==> config.mk <==
export PLATFORM = sky130hd
export DESIGN_NAME = intersection_sequencer
export DESIGN_NICKNAME = d
export VERILOG_FILES = /design/src/rtl/traffic_pkg.sv /design/src/rtl/phase_timer.sv /design/src/rtl/intersection_sequencer.sv
export SDC_FILE = /design/constraint.sdc
export NUM_CORES = 1
export LEC_CHECK = 0
export ABC_CLOCK_PERIOD_IN_PS = 3550
export CORE_MARGIN = 2
export CORE_UTILIZATION = 55
export CTS_BUF_LIST = sky130_fd_sc_hd__clkbuf_4 sky130_fd_sc_hd__clkbuf_8
export DETAILED_ROUTE_END_ITERATION = 7
export PLACE_DENSITY = 0.85
export SYNTH_ARGS = -nofsm -noshare
export SYNTH_HDL_FRONTEND = slang
export SYNTH_SLANG_ARGS = --single-unit
==> constraint.sdc <==
create_clock -name clk -period 3.55 [get_ports clk]
set_clock_uncertainty 0.2 [all_clocks]
set_input_delay 0.71 -clock clk [delete_from_list [all_inputs] [get_ports clk]]
set_output_delay 0.71 -clock clk [all_outputs]
set_load 0.05 [all_outputs]
==> src/rtl/traffic_pkg.sv <==
// traffic_pkg: phase encodings, lamp bit order and lamp decode for intersection_sequencer
package traffic_pkg;

    typedef enum logic [2:0] {
        PH_AR_N = 3'd0,
        PH_N_G  = 3'd1,
        PH_N_Y  = 3'd2,
        PH_AR_E = 3'd3,
        PH_E_G  = 3'd4,
        PH_E_Y  = 3'd5,
        PH_WALK = 3'd6
    } phase_t;

    // Lamp vector bit order: {NR, NY, NG, ER, EY, EG}
    localparam int LAMP_NR = 5;
    localparam int LAMP_NY = 4;
    localparam int LAMP_NG = 3;
    localparam int LAMP_ER = 2;
    localparam int LAMP_EY = 1;
    localparam int LAMP_EG = 0;

    function automatic int imax(input int a, input int b);
        return (a > b) ? a : b;
    endfunction

    function automatic logic [5:0] lamp_decode(input phase_t s);
        return (s == PH_N_G) ? 6'b001_100
             : (s == PH_N_Y) ? 6'b010_100
             : (s == PH_E_G) ? 6'b100_001
             : (s == PH_E_Y) ? 6'b100_010
             :                 6'b100_100;
    endfunction

endpackage

==> src/rtl/phase_timer.sv <==
// phase_timer: per-phase tick counter, cleared on state entry, saturating at lim-1, with expire flag
module phase_timer #(
    parameter int CW = 4
) (
    input  logic          clk,
    input  logic          rst,
    input  logic          tick,
    input  logic          clr,
    input  logic [CW-1:0] lim,
    output logic [CW-1:0] cnt,
    output logic          expire
);

    logic [CW-1:0] cnt_q, cnt_d;
    logic          at_lim;

    always_comb begin
        at_lim = (cnt_q == lim - CW'(1));
        expire = tick && at_lim;
        cnt_d  = clr ? '0 : (tick && !at_lim) ? cnt_q + CW'(1) : cnt_q;
    end

    always_ff @(posedge clk) begin
        if (rst) cnt_q <= '0;
        else     cnt_q <= cnt_d;
    end

    assign cnt = cnt_q;

endmodule

==> src/rtl/intersection_sequencer.sv <==
// intersection_sequencer: two-way timed phase sequencer with demand latches and Moore lamp outputs.
// Define PED_WALK_EN to add the pedestrian WALK phase after a yellow when the ped latch is set.
module intersection_sequencer
    import traffic_pkg::*;
#(
    parameter int GREEN_MIN = 4,
    parameter int GREEN_MAX = 12,
    parameter int YELLOW_T  = 3,
    parameter int ALLRED_T  = 1,
    parameter int WALK_T    = 5
) (
    input  logic       clk,
    input  logic       R,
    input  logic       tick,
    input  logic       S_N,
    input  logic       S_E,
    input  logic       P,
    output logic       NR,
    output logic       NY,
    output logic       NG,
    output logic       ER,
    output logic       EY,
    output logic       EG,
    output logic       WALK,
    output logic [2:0] phase
);

    localparam int MX = imax(imax(GREEN_MAX, YELLOW_T), imax(ALLRED_T, WALK_T));
    localparam int CW = $clog2(MX + 1);

    phase_t        state_q, state_d;
    logic          dem_n_q, dem_n_d, dem_e_q, dem_e_d;
    logic [5:0]    lamps_q, lamps_d;
    logic [CW-1:0] lim, cnt;
    logic          expire, clr, min_ok, max_ok, ped_go;

    phase_timer #(.CW(CW)) u_timer (
        .clk    (clk),
        .rst    (R),
        .tick   (tick),
        .clr    (clr),
        .lim    (lim),
        .cnt    (cnt),
        .expire (expire)
    );

`ifdef PED_WALK_EN
    logic ped_q, ped_d, ret_e_q, ret_e_d, walk_q, walk_d;
    assign ped_go = ped_q;
    always_comb begin
        ped_d   = (state_d == PH_WALK && state_q != PH_WALK) ? 1'b0 : P ? 1'b1 : ped_q;
        ret_e_d = (state_q == PH_N_Y) ? 1'b1 : (state_q == PH_E_Y) ? 1'b0 : ret_e_q;
        walk_d  = (state_d == PH_WALK);
    end
    assign WALK = walk_q;
`else
    logic unused_p;
    assign unused_p = P;
    assign ped_go   = 1'b0;
    assign WALK     = 1'b0;
`endif

    assign min_ok = (cnt >= CW'(GREEN_MIN - 1));
    assign max_ok = (cnt >= CW'(GREEN_MAX - 1));

    always_comb begin
        state_d = state_q;
        lim     = CW'(ALLRED_T);
        case (state_q)
            PH_AR_N: state_d = expire ? PH_N_G : state_q;
            PH_N_G: begin
                lim     = CW'(GREEN_MAX);
                state_d = (tick && dem_e_q && ((min_ok && !S_N) || max_ok)) ? PH_N_Y : state_q;
            end
            PH_N_Y: begin
                lim     = CW'(YELLOW_T);
                state_d = expire ? (ped_go ? PH_WALK : PH_AR_E) : state_q;
            end
            PH_AR_E: state_d = expire ? PH_E_G : state_q;
            PH_E_G: begin
                lim     = CW'(GREEN_MAX);
                state_d = (tick && dem_n_q && ((min_ok && !S_E) || max_ok)) ? PH_E_Y : state_q;
            end
            PH_E_Y: begin
                lim     = CW'(YELLOW_T);
                state_d = expire ? (ped_go ? PH_WALK : PH_AR_N) : state_q;
            end
`ifdef PED_WALK_EN
            PH_WALK: begin
                lim     = CW'(WALK_T);
                state_d = expire ? (ret_e_q ? PH_AR_E : PH_AR_N) : state_q;
            end
`endif
            default: state_d = PH_AR_N;
        endcase
        clr = (state_d != state_q);
        // Clear on green entry wins over a same-cycle sensor set.
        dem_n_d = (state_d == PH_N_G && state_q != PH_N_G) ? 1'b0
                : (state_q != PH_N_G && S_N) ? 1'b1 : dem_n_q;
        dem_e_d = (state_d == PH_E_G && state_q != PH_E_G) ? 1'b0
                : (state_q != PH_E_G && S_E) ? 1'b1 : dem_e_q;
        lamps_d = lamp_decode(state_d);
    end

    always_ff @(posedge clk) begin
        if (R) begin
            state_q <= PH_AR_N;
            dem_n_q <= 1'b0;
            dem_e_q <= 1'b0;
            lamps_q <= lamp_decode(PH_AR_N);
`ifdef PED_WALK_EN
            ped_q   <= 1'b0;
            ret_e_q <= 1'b0;
            walk_q  <= 1'b0;
`endif
        end else begin
            state_q <= state_d;
            dem_n_q <= dem_n_d;
            dem_e_q <= dem_e_d;
            lamps_q <= lamps_d;
`ifdef PED_WALK_EN
            ped_q   <= ped_d;
            ret_e_q <= ret_e_d;
            walk_q  <= walk_d;
`endif
        end
    end

    assign NR    = lamps_q[LAMP_NR];
    assign NY    = lamps_q[LAMP_NY];
    assign NG    = lamps_q[LAMP_NG];
    assign ER    = lamps_q[LAMP_ER];
    assign EY    = lamps_q[LAMP_EY];
    assign EG    = lamps_q[LAMP_EG];
    assign phase = state_q;

endmodule

Yosys cells after proc, flatten, opt, wreduce, memory -nomap -nowiden
Cells that the tools add are included.

$add $sub $neg: 2. Eq/ne operators: 13. Mux-type cells: 12. Reduce and logical (&&, ||, !) cells: 26. $lt $le $gt $ge: 2.

Operators by type and width (number): 3-bit 2-to-1 mux (8); 3-bit one-hot mux with 6 select lines (1); 3-bit equality test (second input constant) (4); 1-bit logical AND (12); 6-bit 2-to-1 mux (2); 2-bit OR reduction (6); 3-bit by 2-bit equality test with 1-bit output (second input constant) (3); 4-bit one-hot mux with 2 select lines (1); 3-bit by 1-bit equality test with 1-bit output (second input constant) (2); 4-bit by 1-bit adder with 4-bit output (second input constant) (1); 4-bit equality test (1); 4-bit by 2-bit greater-or-equal comparator with 1-bit output (second input constant) (1); 4-bit greater-or-equal comparator (second input constant) (1); 4-bit OR reduction (1); 4-bit by 1-bit subtractor with 4-bit output (second input constant) (1); 1-bit logical NOT (3); 3-bit logical NOT (1); 3-bit by 1-bit inequality test with 1-bit output (second input constant) (1); 3-bit inequality test (1); 3-bit inequality test (second input constant) (1); 3-bit OR reduction (1); 1-bit logical OR (2).

Input port bits: 6. Word-level logic and storage cells: 63. Output and inout port bits: 10. Bits in registers: 15.

Longest topological paths before layout
Gate-level depths: netlist of the first run.

Word-level depth: 13. Gate-level depth with buffers: 7. Mapped depth without buffers: 7.

Hierarchy
Synthesis of the first run repeated with hierarchy kept, for this count alone.

Cell total of the unflattened synthesis: 113. Area, all modules: 964.7 um^2.

By module, submodules not included: intersection_sequencer (seq. area each 220.2 um^2, cells an instance 66, area each 609.3 um^2, times used 1); phase_timer (seq. area each 80.1 um^2, cells an instance 47, area each 355.3 um^2, times used 1).

Worst setup path before layout of the first run
No wires, ideal clock.

Kind: reg-to-reg. Start: reg state_q[0] (netlist: phase[0]). End: reg u_timer.cnt_q[0] (netlist: u_timer.cnt[0]). Setup time: 0.134 ns. Path slack: 1.272 ns. Arrival time: 1.945 ns. Cell stages (with the launch flop): 7. Cells stage by stage: dfxtp_1 -> nand4bb_1 -> o22ai_1 -> or3b_1 -> a221oi_2 -> o32a_1 -> nor4_1.

Cells in the longest elaborated chain, start to end: 10.

Ends and longest elaborated chain: start: declaration (RTL line intersection_sequencer.sv:31) `phase_t state_q, state_d;`; start signal: assignment (RTL line intersection_sequencer.sv:117) `state_q <= state_d;`; 3-bit equality test (tied with other cells) (RTL line intersection_sequencer.sv:69) `case (state_q)`; 2-bit OR reduction (no line); 4-bit one-hot mux with 2 select lines (RTL line intersection_sequencer.sv:69); 4-bit by 1-bit subtractor with 4-bit output (RTL line phase_timer.sv:18) `at_lim = (cnt_q == lim - CW'(1));`; 4-bit equality test (RTL line phase_timer.sv:18); 1-bit logical AND (RTL line phase_timer.sv:19) `expire = tick && at_lim;`; 3-bit 2-to-1 mux, on equally long branches; 3-bit one-hot mux with 6 select lines (RTL line intersection_sequencer.sv:69); 3-bit inequality test (RTL line intersection_sequencer.sv:96) `clr = (state_d != state_q);`; 2-bit OR reduction (no line); end signal: assignment (RTL line phase_timer.sv:25) `else cnt_q <= cnt_d;`; end: declaration (RTL line phase_timer.sv:14) `logic [CW-1:0] cnt_q, cnt_d;`.

Parallel ways exist; a longest one is shown, timed or not. A chain may end at the register's enable or synchronous reset.

Worst setup path after layout of the first run
Start: reg state_q[1] (netlist: phase[1]). End: out phase[1].

RTL lines: end: declaration (RTL line intersection_sequencer.sv:25) `output logic [2:0] phase`.

No word-level cell between the ends.

==> results.sh, run 1 <==
export IMPL_dp_hpwl_um=1326
export IMPL_htree_levels=1
export IMPL_clock_path_buffers=2
export IMPL_fmaxAchievable_mhz=353.5
export IMPL_start_kind="register"
export IMPL_status="completed"
export IMPL_rows=14
export IMPL_power_density_mw_per_mm2=371.3
export IMPL_clockPowerShare_pct=26.9
export IMPL_first_global_vias=747
export IMPL_yosys_warnings=0
export IMPL_synth_async_reset_ratio_pct=0
export IMPL_worstPathArrival_ns=1.92
export IMPL_hold_slack_ns=0.3448
export IMPL_numPortBuffers=13
export IMPL_coreArea_mm2=0.001506
export IMPL_area_growth_pct=15.43
export IMPL_wl_um=1865
export IMPL_syn_area_per_cell_um2=7.895
export IMPL_p_leak_nw=0.3784
export IMPL_placed_area_mm2=0.001002
export IMPL_final_cell_area_mm2=0.001030
export IMPL_routedWlPerCell_um=13.51
export IMPL_die_area_mm2=0.001960
export IMPL_p_sw_uw=127.6
export IMPL_seq_area_um2=300.3
export IMPL_dr_pass1_iters=4
export IMPL_min_period_ns=2.828
export IMPL_initial_utilization_pct=59.22
export IMPL_cpMaxStageDelayCell="clkdlybuf4s50_1"
export IMPL_place_congestion=0.8762
export IMPL_cts_resized=0
export IMPL_setup_violations=0
export IMPL_fp_dieW_um=44.28
export IMPL_num_vias=854
export IMPL_layout_common_cells="dfxtp_1 (15), nor2_1 (13), clkdlybuf4s50_1 (13)"
export IMPL_synth_nets=120
export IMPL_ys_top_cells_by_area="dfxtp_1 (34%), a21oi_1 (6.2%), nor2_1 (5.5%)"
export IMPL_ys_ff_latch=15
export IMPL_min_path_type="register to register"
export IMPL_insertion_delay_ns=0.29
export IMPL_switching_share_pct=33.37
export IMPL_grt_antenna_before_repair=0
export IMPL_final_util_pct=68.36
export IMPL_hold_buffers=0
export IMPL_grt_first_pass_wirelength_um=3146
export IMPL_fin_setup_tns_ns=0
export IMPL_power_frac_comb_pct=23.9
export IMPL_worst_pin_slew_ns=0.5918
export IMPL_syn_area_um2=892.1
export IMPL_critPathKind="register to output pin"
export IMPL_drv_cap=0
export IMPL_cts_tree="yes"
export IMPL_io_pins=16
export IMPL_drc=0
export IMPL_multiInputGateArea_um2=540.5
export IMPL_drv_slew=0
export IMPL_max_slew_margin_rel_pct=60.49
export IMPL_via_per_inst=6.188
export IMPL_path_clk_slew_ns=0.10
export IMPL_fin_crit_sh_pct=79.68
export IMPL_cpLargestDelayFamily="buffers and inverters"
export IMPL_pwr_share_seq_pct=49.2
export IMPL_rsz0062_at_grt="false"
export IMPL_cp_buffers_inverters=1
export IMPL_grt_max_degree=21
export IMPL_drt_initial_drc_count=43
export IMPL_fin_nets=130
export IMPL_synth_edf_count=0
export IMPL_drive_above_1_share_pct=7.377
export IMPL_timing_final_hold_violations=0
export IMPL_final_common_cell="dfxtp_1"
export IMPL_end_kind="output pin"
export IMPL_synth_largest_area_cell="dfxtp_1"
export IMPL_ys_seq_area_share_pct=33.66
export IMPL_path_max_fanout=20
export IMPL_max_stage_delay_ns=0.91
export IMPL_cts_made_buffers=3
export IMPL_synth_top_area_share_pct=33.66
export IMPL_die_h_um=44.28
export IMPL_path_cells="clkdlybuf4s50_1"
export IMPL_syn_instance_count=113
export IMPL_yosysUniqueCellTypes=45
export IMPL_gr_total_overflow=0
export IMPL_p_int_uw=254.7
export IMPL_synthFlopType="dfxtp_1"
export IMPL_drt_antenna_violating_nets=0
export IMPL_nFillCells=128
export IMPL_root_buffer="clkbuf_4"
export IMPL_cts_sink_count=15
export IMPL_required_ns=2.64
export IMPL_ir_drop_mv=0.2876
export IMPL_cts_setup_buffers=0
export IMPL_grt_use_total_pct=21.63
export IMPL_diodes=0
## cells in the mapped netlist, drive strengths merged (2+ instances only)
cell type	count
nor2b	2
clkbuf	4
dfxtp	15
nand2b	3
a21o	3
nor3	6
buf	4
o21ai	7
o21a	2
nand3	2
a21oi	11
nor4	2
nor2	13
nand2	6
or3	2
inv	3
o211ai	2
xnor2	2
and3	4
## power groups by stage
| stage | clock network (mW) | registers (mW) | logic, mW |
|---|---|---|---|
| floorplan | 0 | 0.202 | 0.0592 |
| global placement | 0 | 0.191 | 0.0887 |
| detailed placement | 0 | 0.192 | 0.0900 |
| CTS | 0.103 | 0.188 | 0.0907 |
| global route | 0.108 | 0.189 | 0.0979 |
| finish | 0.103 | 0.188 | 0.0913 |
## worst reg2reg max path: stages, from the launching register on
cell,delay (ns)
dfxtp_1,0.65
nand4bb_1,0.16
o22ai_1,0.24
or3b_1,0.42
a221oi_2,0.27
o32a_1,0.28
nor4_1,0.09
## layout make-up
type	count	share of cell area [%]
Clock buffer	3	2.187
Clock inverter	1	0.4860
Inverter	3	1.094
Multi-Input combinational cell	87	52.49
Sequential cell	15	29.16
Tap cell	16	1.944
Timing Repair Buffer	13	12.64
## layer usage
metal,vias to the layer above,part of all wire (%),track usage [%]
met1,382,46,29.70
met4,0,2.2,10.91
met5,-,0,0
met2,41,44,33.53
met3,5,7.6,2.449
li1,426,-,-
## through the flow
stage | instances | total power, mW | worst slack [ns]
after floorplan | 113 | 0.2609 | 1.272
after detailed placement | 134 | 0.2818 | 0.6614
final | 138 | 0.3823 | 0.7215
after global routing | 138 | 0.3954 | 0.6617
after CTS | 138 | 0.3820 | 0.7343
after global placement | 134 | 0.2801 | 0.6882
## final timing paths
check	start	end	slack, ns	cells past startpoint
min	dem_n_q$_SDFFE_PP0P_	dem_n_q$_SDFFE_PP0P_	0.34	2
max reg2reg	phase[0]$_SDFF_PP0_	u_timer.cnt[2]$_SDFFE_PP0P_	1.12	6
max	phase[1]$_SDFF_PP0_	phase[1]	0.72	1
min reg2reg	dem_n_q$_SDFFE_PP0P_	dem_n_q$_SDFFE_PP0P_	0.34	2
## cells by family (layout without fill, tap and decap cells)
family | after synthesis | count (layout) | synth area share [%]
flip-flops | 15 | 15 | 33.66
AO/OA/AOI/OAI | 36 | 36 | 28.61
XOR/XNOR | 2 | 2 | 1.964
other | 1 | 1 | 0.4204
adder cells (fa/ha/maj) | 2 | 2 | 2.524
AND/OR/NAND/NOR | 46 | 46 | 27.07
buffers and inverters | 11 | 20 | 5.749
## state kept, by name (all words and copies together), names as in the netlist
| register | count |
|---|---|
| dem_e_q | 1 |
| dem_n_q | 1 |
| lamps_q | 6 |
| phase | 3 |
| u_timer.cnt | 4 |
Power figures use the tool's default switching activity.
==> inputs of run 2 (changes only) <==
--- a/config.mk
+++ b/config.mk
@@ -5,12 +5,12 @@
 export SDC_FILE = /design/constraint.sdc
 export NUM_CORES = 1
 export LEC_CHECK = 0
-export ABC_CLOCK_PERIOD_IN_PS = 3550
+export ABC_CLOCK_PERIOD_IN_PS = 2900
 export CORE_MARGIN = 2
-export CORE_UTILIZATION = 55
+export CORE_UTILIZATION = 53
 export CTS_BUF_LIST = sky130_fd_sc_hd__clkbuf_4 sky130_fd_sc_hd__clkbuf_8
 export DETAILED_ROUTE_END_ITERATION = 7
-export PLACE_DENSITY = 0.85
+export PLACE_DENSITY = 0.82
 export SYNTH_ARGS = -nofsm -noshare
 export SYNTH_HDL_FRONTEND = slang
 export SYNTH_SLANG_ARGS = --single-unit
==> constraint.sdc (replaced) <==
create_clock -name clk -period 2.9 [get_ports clk]
set_clock_uncertainty 0.2 [all_clocks]
set_input_delay 0.58 -clock clk [delete_from_list [all_inputs] [get_ports clk]]
set_output_delay 0.58 -clock clk [all_outputs]
set_load 0.05 [all_outputs]
==> run 2 against run 1 <==
Against the previous run: non-clock buffer count grew 1; final cell count up 0.72%; via count shrank 0.47%; global-route usage up 0.97 points; hold slack got worse by 0.011 ns; sequential share of layout area is 0.21 points lower; sequential power rose by 23%; count of clock-buffer cells in the layout did not move; flip-flop and latch count did not move; worst setup slack got worse by 0.51 ns; routed wire length increased by 2.5%.
==> results.sh, run 2 (synthesis gave the netlist of run 1 again) <==
export IMPL_start_kind="register"
export IMPL_wl_um=1911
export IMPL_grt_first_pass_wirelength_um=3374
export IMPL_drt_initial_drc_count=31
export IMPL_root_buffer="clkbuf_4"
export IMPL_cts_setup_buffers=0
export IMPL_max_stage_delay_ns=0.91
export IMPL_worstPathArrival_ns=1.91
export IMPL_via_per_inst=6.115
export IMPL_fmaxAchievable_mhz=371.3
export IMPL_insertion_delay_ns=0.29
export IMPL_path_clk_slew_ns=0.09
export IMPL_htree_levels=1
export IMPL_drv_slew=0
export IMPL_numPortBuffers=13
export IMPL_hold_buffers=0
export IMPL_routedWlPerCell_um=13.75
export IMPL_diodes=0
export IMPL_required_ns=2.12
export IMPL_grt_antenna_before_repair=0
export IMPL_path_max_fanout=20
export IMPL_layout_common_cells="dfxtp_1 (15), nor2_1 (13), clkdlybuf4s50_1 (13)"
export IMPL_cpMaxStageDelayCell="clkdlybuf4s50_1"
export IMPL_cts_sink_count=15
export IMPL_coreArea_mm2=0.001541
export IMPL_place_congestion=0.8190
export IMPL_ir_drop_mv=0.3155
export IMPL_drv_cap=0
export IMPL_drt_antenna_violating_nets=0
export IMPL_drive_above_1_share_pct=8.130
export IMPL_num_vias=850
export IMPL_drc=0
export IMPL_setup_violations=0
export IMPL_area_growth_pct=16.27
export IMPL_fin_crit_sh_pct=92.88
export IMPL_grt_use_total_pct=22.60
export IMPL_timing_final_hold_violations=0
export IMPL_largest_register="lamps_q"
export IMPL_min_path_type="register to register"
export IMPL_cts_made_buffers=3
export IMPL_power_density_mw_per_mm2=449.5
export IMPL_initial_utilization_pct=57.87
export IMPL_cts_resized=0
export IMPL_status="completed"
export IMPL_min_period_ns=2.693
export IMPL_gr_total_overflow=0
export IMPL_nFillCells=145
export IMPL_fin_setup_tns_ns=0
export IMPL_die_h_um=45.03
export IMPL_fp_dieW_um=45.03
export IMPL_hold_slack_ns=0.3337
export IMPL_critPathKind="register to output pin"
export IMPL_end_kind="output pin"
export IMPL_seq_area_um2=300.3
export IMPL_fin_nets=131
export IMPL_dr_pass1_iters=4
export IMPL_path_cells="clkdlybuf4s50_1"
export IMPL_first_global_vias=733
export IMPL_multiInputGateArea_um2=540.5
export IMPL_cpLargestDelayFamily="buffers and inverters"
export IMPL_rows=14
export IMPL_cts_tree="yes"
export IMPL_die_area_mm2=0.002027
export IMPL_clock_path_buffers=2
export IMPL_p_leak_nw=0.3832
export IMPL_max_slew_margin_rel_pct=60.80
export IMPL_cp_buffers_inverters=1
export IMPL_rsz0062_at_grt="false"
export IMPL_grt_max_degree=21
export IMPL_worst_pin_slew_ns=0.5872
export IMPL_dp_hpwl_um=1374
export IMPL_largest_register_ffs=6
export IMPL_io_pins=16
export IMPL_final_common_cell="dfxtp_1"
[run 2: worst paths after layout]
| path | from | end | slack [ns] | cells past startpoint |
|---|---|---|---|---|
| setup / recovery | phase[1]$_SDFF_PP0_ | phase[1] | 0.21 | 1 |
| hold reg to reg | dem_n_q$_SDFFE_PP0P_ | dem_n_q$_SDFFE_PP0P_ | 0.33 | 2 |
| setup reg to reg | phase[0]$_SDFF_PP0_ | u_timer.cnt[2]$_SDFFE_PP0P_ | 0.52 | 6 |
| hold / removal | dem_n_q$_SDFFE_PP0P_ | dem_n_q$_SDFFE_PP0P_ | 0.33 | 2 |
[run 2: per-layer routing]
metal / wire (µm) / share of wire, % / vias to the layer above / track usage (%)
met2: 846 / 44 / 24 / 31.43
li1: - / - / 430 / -
met5: 0 / 0 / - / 0
met4: 39 / 2.0 / 0 / 10.59
met3: 82 / 4.3 / 5 / 2.400
met1: 943 / 49 / 391 / 34.49
[run 2: per-stage QoR]
stage | instances | worst slack (ns) | power (mW) | utilization [%] | instance area, µm²
detailed placement | 135 | 0.2643 | 0.3474 | 65.50 | 1010
finish | 139 | 0.2066 | 0.4663 | 67.29 | 1037
global placement | 135 | 0.2957 | 0.3452 | 65.50 | 1010
CTS | 139 | 0.2255 | 0.4705 | 67.29 | 1037
global route | 139 | 0.1204 | 0.4900 | 67.29 | 1037
floorplan | 113 | 0.6217 | 0.3193 | - | 892.1
[run 2: final cells by class]
class	count	area share, %
sequential	15	28.95
tap	16	1.930
clock inverter	1	0.4825
clock buffer	3	2.171
timing repair buffer	14	13.27
multi-input combinational	87	52.11
inverter	3	1.086
[run 2: report_power, final]
| part | switching (mW) | total (mW) | internal [mW] |
|---|---|---|---|
| sequential | 0.0151 | 0.231 | 0.216 |
| clock | 0.0707 | 0.122 | 0.0514 |
| combinational | 0.0677 | 0.113 | 0.0457 |
==> variant: new RTL, flow settings as in run 1 <==
Register the inputs `R`, `tick`, `S_N` and `S_E` before use. The logic sees them one clock later. The other inputs are not delayed to match.
--- a/src/rtl/intersection_sequencer.sv
+++ b/src/rtl/intersection_sequencer.sv
@@ -29,4 +29,16 @@
     localparam int CW = $clog2(MX + 1);
 
+    logic R_q;
+    logic tick_q;
+    logic S_N_q;
+    logic S_E_q;
+
+    always_ff @(posedge clk) begin
+        R_q    <= R;
+        tick_q <= tick;
+        S_N_q  <= S_N;
+        S_E_q  <= S_E;
+    end
+
     phase_t        state_q, state_d;
     logic          dem_n_q, dem_n_d, dem_e_q, dem_e_d;
@@ -37,6 +49,6 @@
     phase_timer #(.CW(CW)) u_timer (
         .clk    (clk),
-        .rst    (R),
-        .tick   (tick),
+        .rst    (R_q),
+        .tick   (tick_q),
         .clr    (clr),
         .lim    (lim),
@@ -71,5 +83,5 @@
             PH_N_G: begin
                 lim     = CW'(GREEN_MAX);
-                state_d = (tick && dem_e_q && ((min_ok && !S_N) || max_ok)) ? PH_N_Y : state_q;
+                state_d = (tick_q && dem_e_q && ((min_ok && !S_N_q) || max_ok)) ? PH_N_Y : state_q;
             end
             PH_N_Y: begin
@@ -80,5 +92,5 @@
             PH_E_G: begin
                 lim     = CW'(GREEN_MAX);
-                state_d = (tick && dem_n_q && ((min_ok && !S_E) || max_ok)) ? PH_E_Y : state_q;
+                state_d = (tick_q && dem_n_q && ((min_ok && !S_E_q) || max_ok)) ? PH_E_Y : state_q;
             end
             PH_E_Y: begin
@@ -97,12 +109,12 @@
         // Clear on green entry wins over a same-cycle sensor set.
         dem_n_d = (state_d == PH_N_G && state_q != PH_N_G) ? 1'b0
-                : (state_q != PH_N_G && S_N) ? 1'b1 : dem_n_q;
+                : (state_q != PH_N_G && S_N_q) ? 1'b1 : dem_n_q;
         dem_e_d = (state_d == PH_E_G && state_q != PH_E_G) ? 1'b0
-                : (state_q != PH_E_G && S_E) ? 1'b1 : dem_e_q;
+                : (state_q != PH_E_G && S_E_q) ? 1'b1 : dem_e_q;
         lamps_d = lamp_decode(state_d);
     end
 
     always_ff @(posedge clk) begin
-        if (R) begin
+        if (R_q) begin
             state_q <= PH_AR_N;
             dem_n_q <= 1'b0;
Behaviour: not the same (Yosys sat finds a counterexample within 4 cycles, from zero or initial values).
==> variant against run 1 <==
Maximum frequency decreased by 3.4%. Total power increased by 29%. Routed wire length increased by 11%. Sequential cell count increased by 4. Largest cell class unchanged. Register-to-register slack got worse by 0.05 ns. Synthesized area increased by 20%. Core utilization decreased by 0.99 points. Design area increased by 17%. Setup slack got worse by 0.10 ns. Synthesized cell count increased by 8.0%. Largest power group unchanged.
==> variant: results (changes against run 1) <==
| Metric | Value |
|---|---|
| CTS resizes | 0 (unchanged) |
| Leakage power | 0.4424 nW (+17%) |
| Gpl congestion | 0.8549 (-2.4%) |
| Largest reg by FF count | lamps_q |
| Critical Path End | phase[0] |
| Crit-path max cell delay | 0.93 ns (+0.02 ns) |
| Post-DP HPWL | 1502 µm (+13%) |
| Layout cells sized above 1 | 13.85% (+6.5 points) |
| Largest net degree at the start of global routing | 19 (-9.5%) |
| Flop2flop setup slack | 1.07 ns (-0.05 ns) |
| All-layer global routing usage | 20.98% (-0.65 points) |
| Vias in the first global route | 809 (+8.3%) |
| Hold path start | dem_n_q |
| IO buf count | 13 (unchanged) |
| Worst-skew pair later-pin latency | 0.31 ns (+0.02 ns) |
| Postcts setup bufs | 0 (unchanged) |
| Avg WL per Cell | 13.32 µm (-1.5%) |
| Synth cell count leaders | 19 x dfxtp_1, 9 x nand2_1, 9 x nor2_1 |
| Fill cell count | 139 (+8.6%) |
| H-Tree Level Count | 1 (unchanged) |
| Async SR Flop Fraction | 0% (unchanged) |
| Setup crit start | phase[0] |
| Worst path arrival time | 2.02 ns (+0.10 ns) |
| Synth area leaders | dfxtp_1 36%, nor3_1 3.3%, nand2_1 3.2% |
| Max reg flops | 6 (unchanged) |
| Starting DRT DRC Count | 33 (-23%) |
| Cells on worst reg2reg path | 6 (unchanged) |
| Final net count | 138 (+6.2%) |
| Clk Tree Root Cell | clkbuf_4 |
| Slew margin rel. | 54.27% (-6.2 points) |
| Vias per cell | 5.852 (-5.4%) |
| Antenna violations before repair | 0 (unchanged) |
| Yosys warning total | 0 (unchanged) |
| Worst-path maximum fanout | 18 (-10%) |
| Seq/Total Area, Yosys | 35.56% (+1.9 points) |
| Syn_nets | 129 (+7.5%) |
| First-pass GRT wire length | 3429 µm (+9.0%) |
| Reg-to-Reg End | phase[2] |
| Crit Reg-Reg Startpoint | phase[1] |
| Final min period | 2.928 ns (+0.09955 ns) |
| Cts bufs inserted | 3 (unchanged) |
| Worst-path clk slew | 0.11 ns |
| Distinct cell type count of the synthesized netlist | 52 (+16%) |
| 1st-pass router iterations | 4 (unchanged) |
| Number of diodes | 0 (unchanged) |
| Pre-CTS WS | 0.9744 ns (+0.3131 ns) |
| Max IR drop VDD | 259.6 µV (-9.8%) |
| Outcome | completed |
-- variant: cell types whose count changed after synthesis, sizes merged, moves of 2 or more --
| cell | change |
|---|---|
| a22oi | +2 |
| nand2 | +4 |
| buf | +4 |
| dfxtp | +4 |
| mux2i | +3 |
| and3 | -4 |
| a21oi | -6 |
| nor2 | -3 |
| clkbuf | -3 |
| mux2 | +2 |
| maj3 | +2 |
| nor3 | +2 |
-- variant: tightest hold or removal path, cell delays in order (launching register included) --
cell and delay, ns:
dfxtp_1 0.32, a21oi_1 0.12, a311oi_1 0.06
-- variant: how the worst min path moves through the flow --
stage                    to  slack (ns)  depth (start not counted)
finish              dem_n_q        0.35                          2
global route        dem_e_q        0.37                          2
CTS                 dem_n_q        0.35                          2
detailed placement  dem_n_q        0.33                          2
global placement    dem_n_q        0.31                          2
floorplan           dem_n_q        0.29                          2
-- variant: power by group --
group	leakage, nW	switching, mW	total, mW	internal [mW]
Combinational	0.268	0.0723	0.126	0.0542
Sequential	0.156	0.0224	0.248	0.226
Clock	0.0184	0.0657	0.117	0.0515
Total	0.442	0.160	0.492	0.332
-- variant: layout make-up --
class	instances	area, µm²	share of cell area (%)
Multi-Input combinational cell	89	610.6	50.83
Sequential cell	19	380.4	31.67
Timing Repair Buffer	13	130.1	10.83
Tap cell	25	31.28	2.604
Clock buffer	4	30.03	2.500
Inverter	5	18.77	1.563
-- variant: per-layer routing --
metal,wire length (µm),GRT usage (%),vias to the layer above
li1,-,-,446
met1,968,30.05,430
met2,947,31.73,26
met3,111,2.222,5
met4,37,9.730,0
met5,0,0,-
-- variant: cells by family after synthesis --
group | count (synthesis) | share of synthesized area, %
compound gates | 31 | 21.99
xor+xnor | 4 | 3.275
fa+ha+maj | 4 | 4.210
buf+inv | 14 | 7.366
flops | 19 | 35.56
mux | 5 | 5.263
other cells | 1 | 0.3505
simple gates | 44 | 21.99
-- variant: metrics by stage --
step	instance area, µm²	utilization [%]	power, mW	std cells
2_1_floorplan	1070	-	0.3577	122
3_3_place_gp	1171	65.68	0.3754	151
3_5_place_dp	1171	65.68	0.3797	151
4_1_cts	1201	67.37	0.4934	155
5_1_grt	1201	67.37	0.5132	155
6_report	1201	67.37	0.4920	155
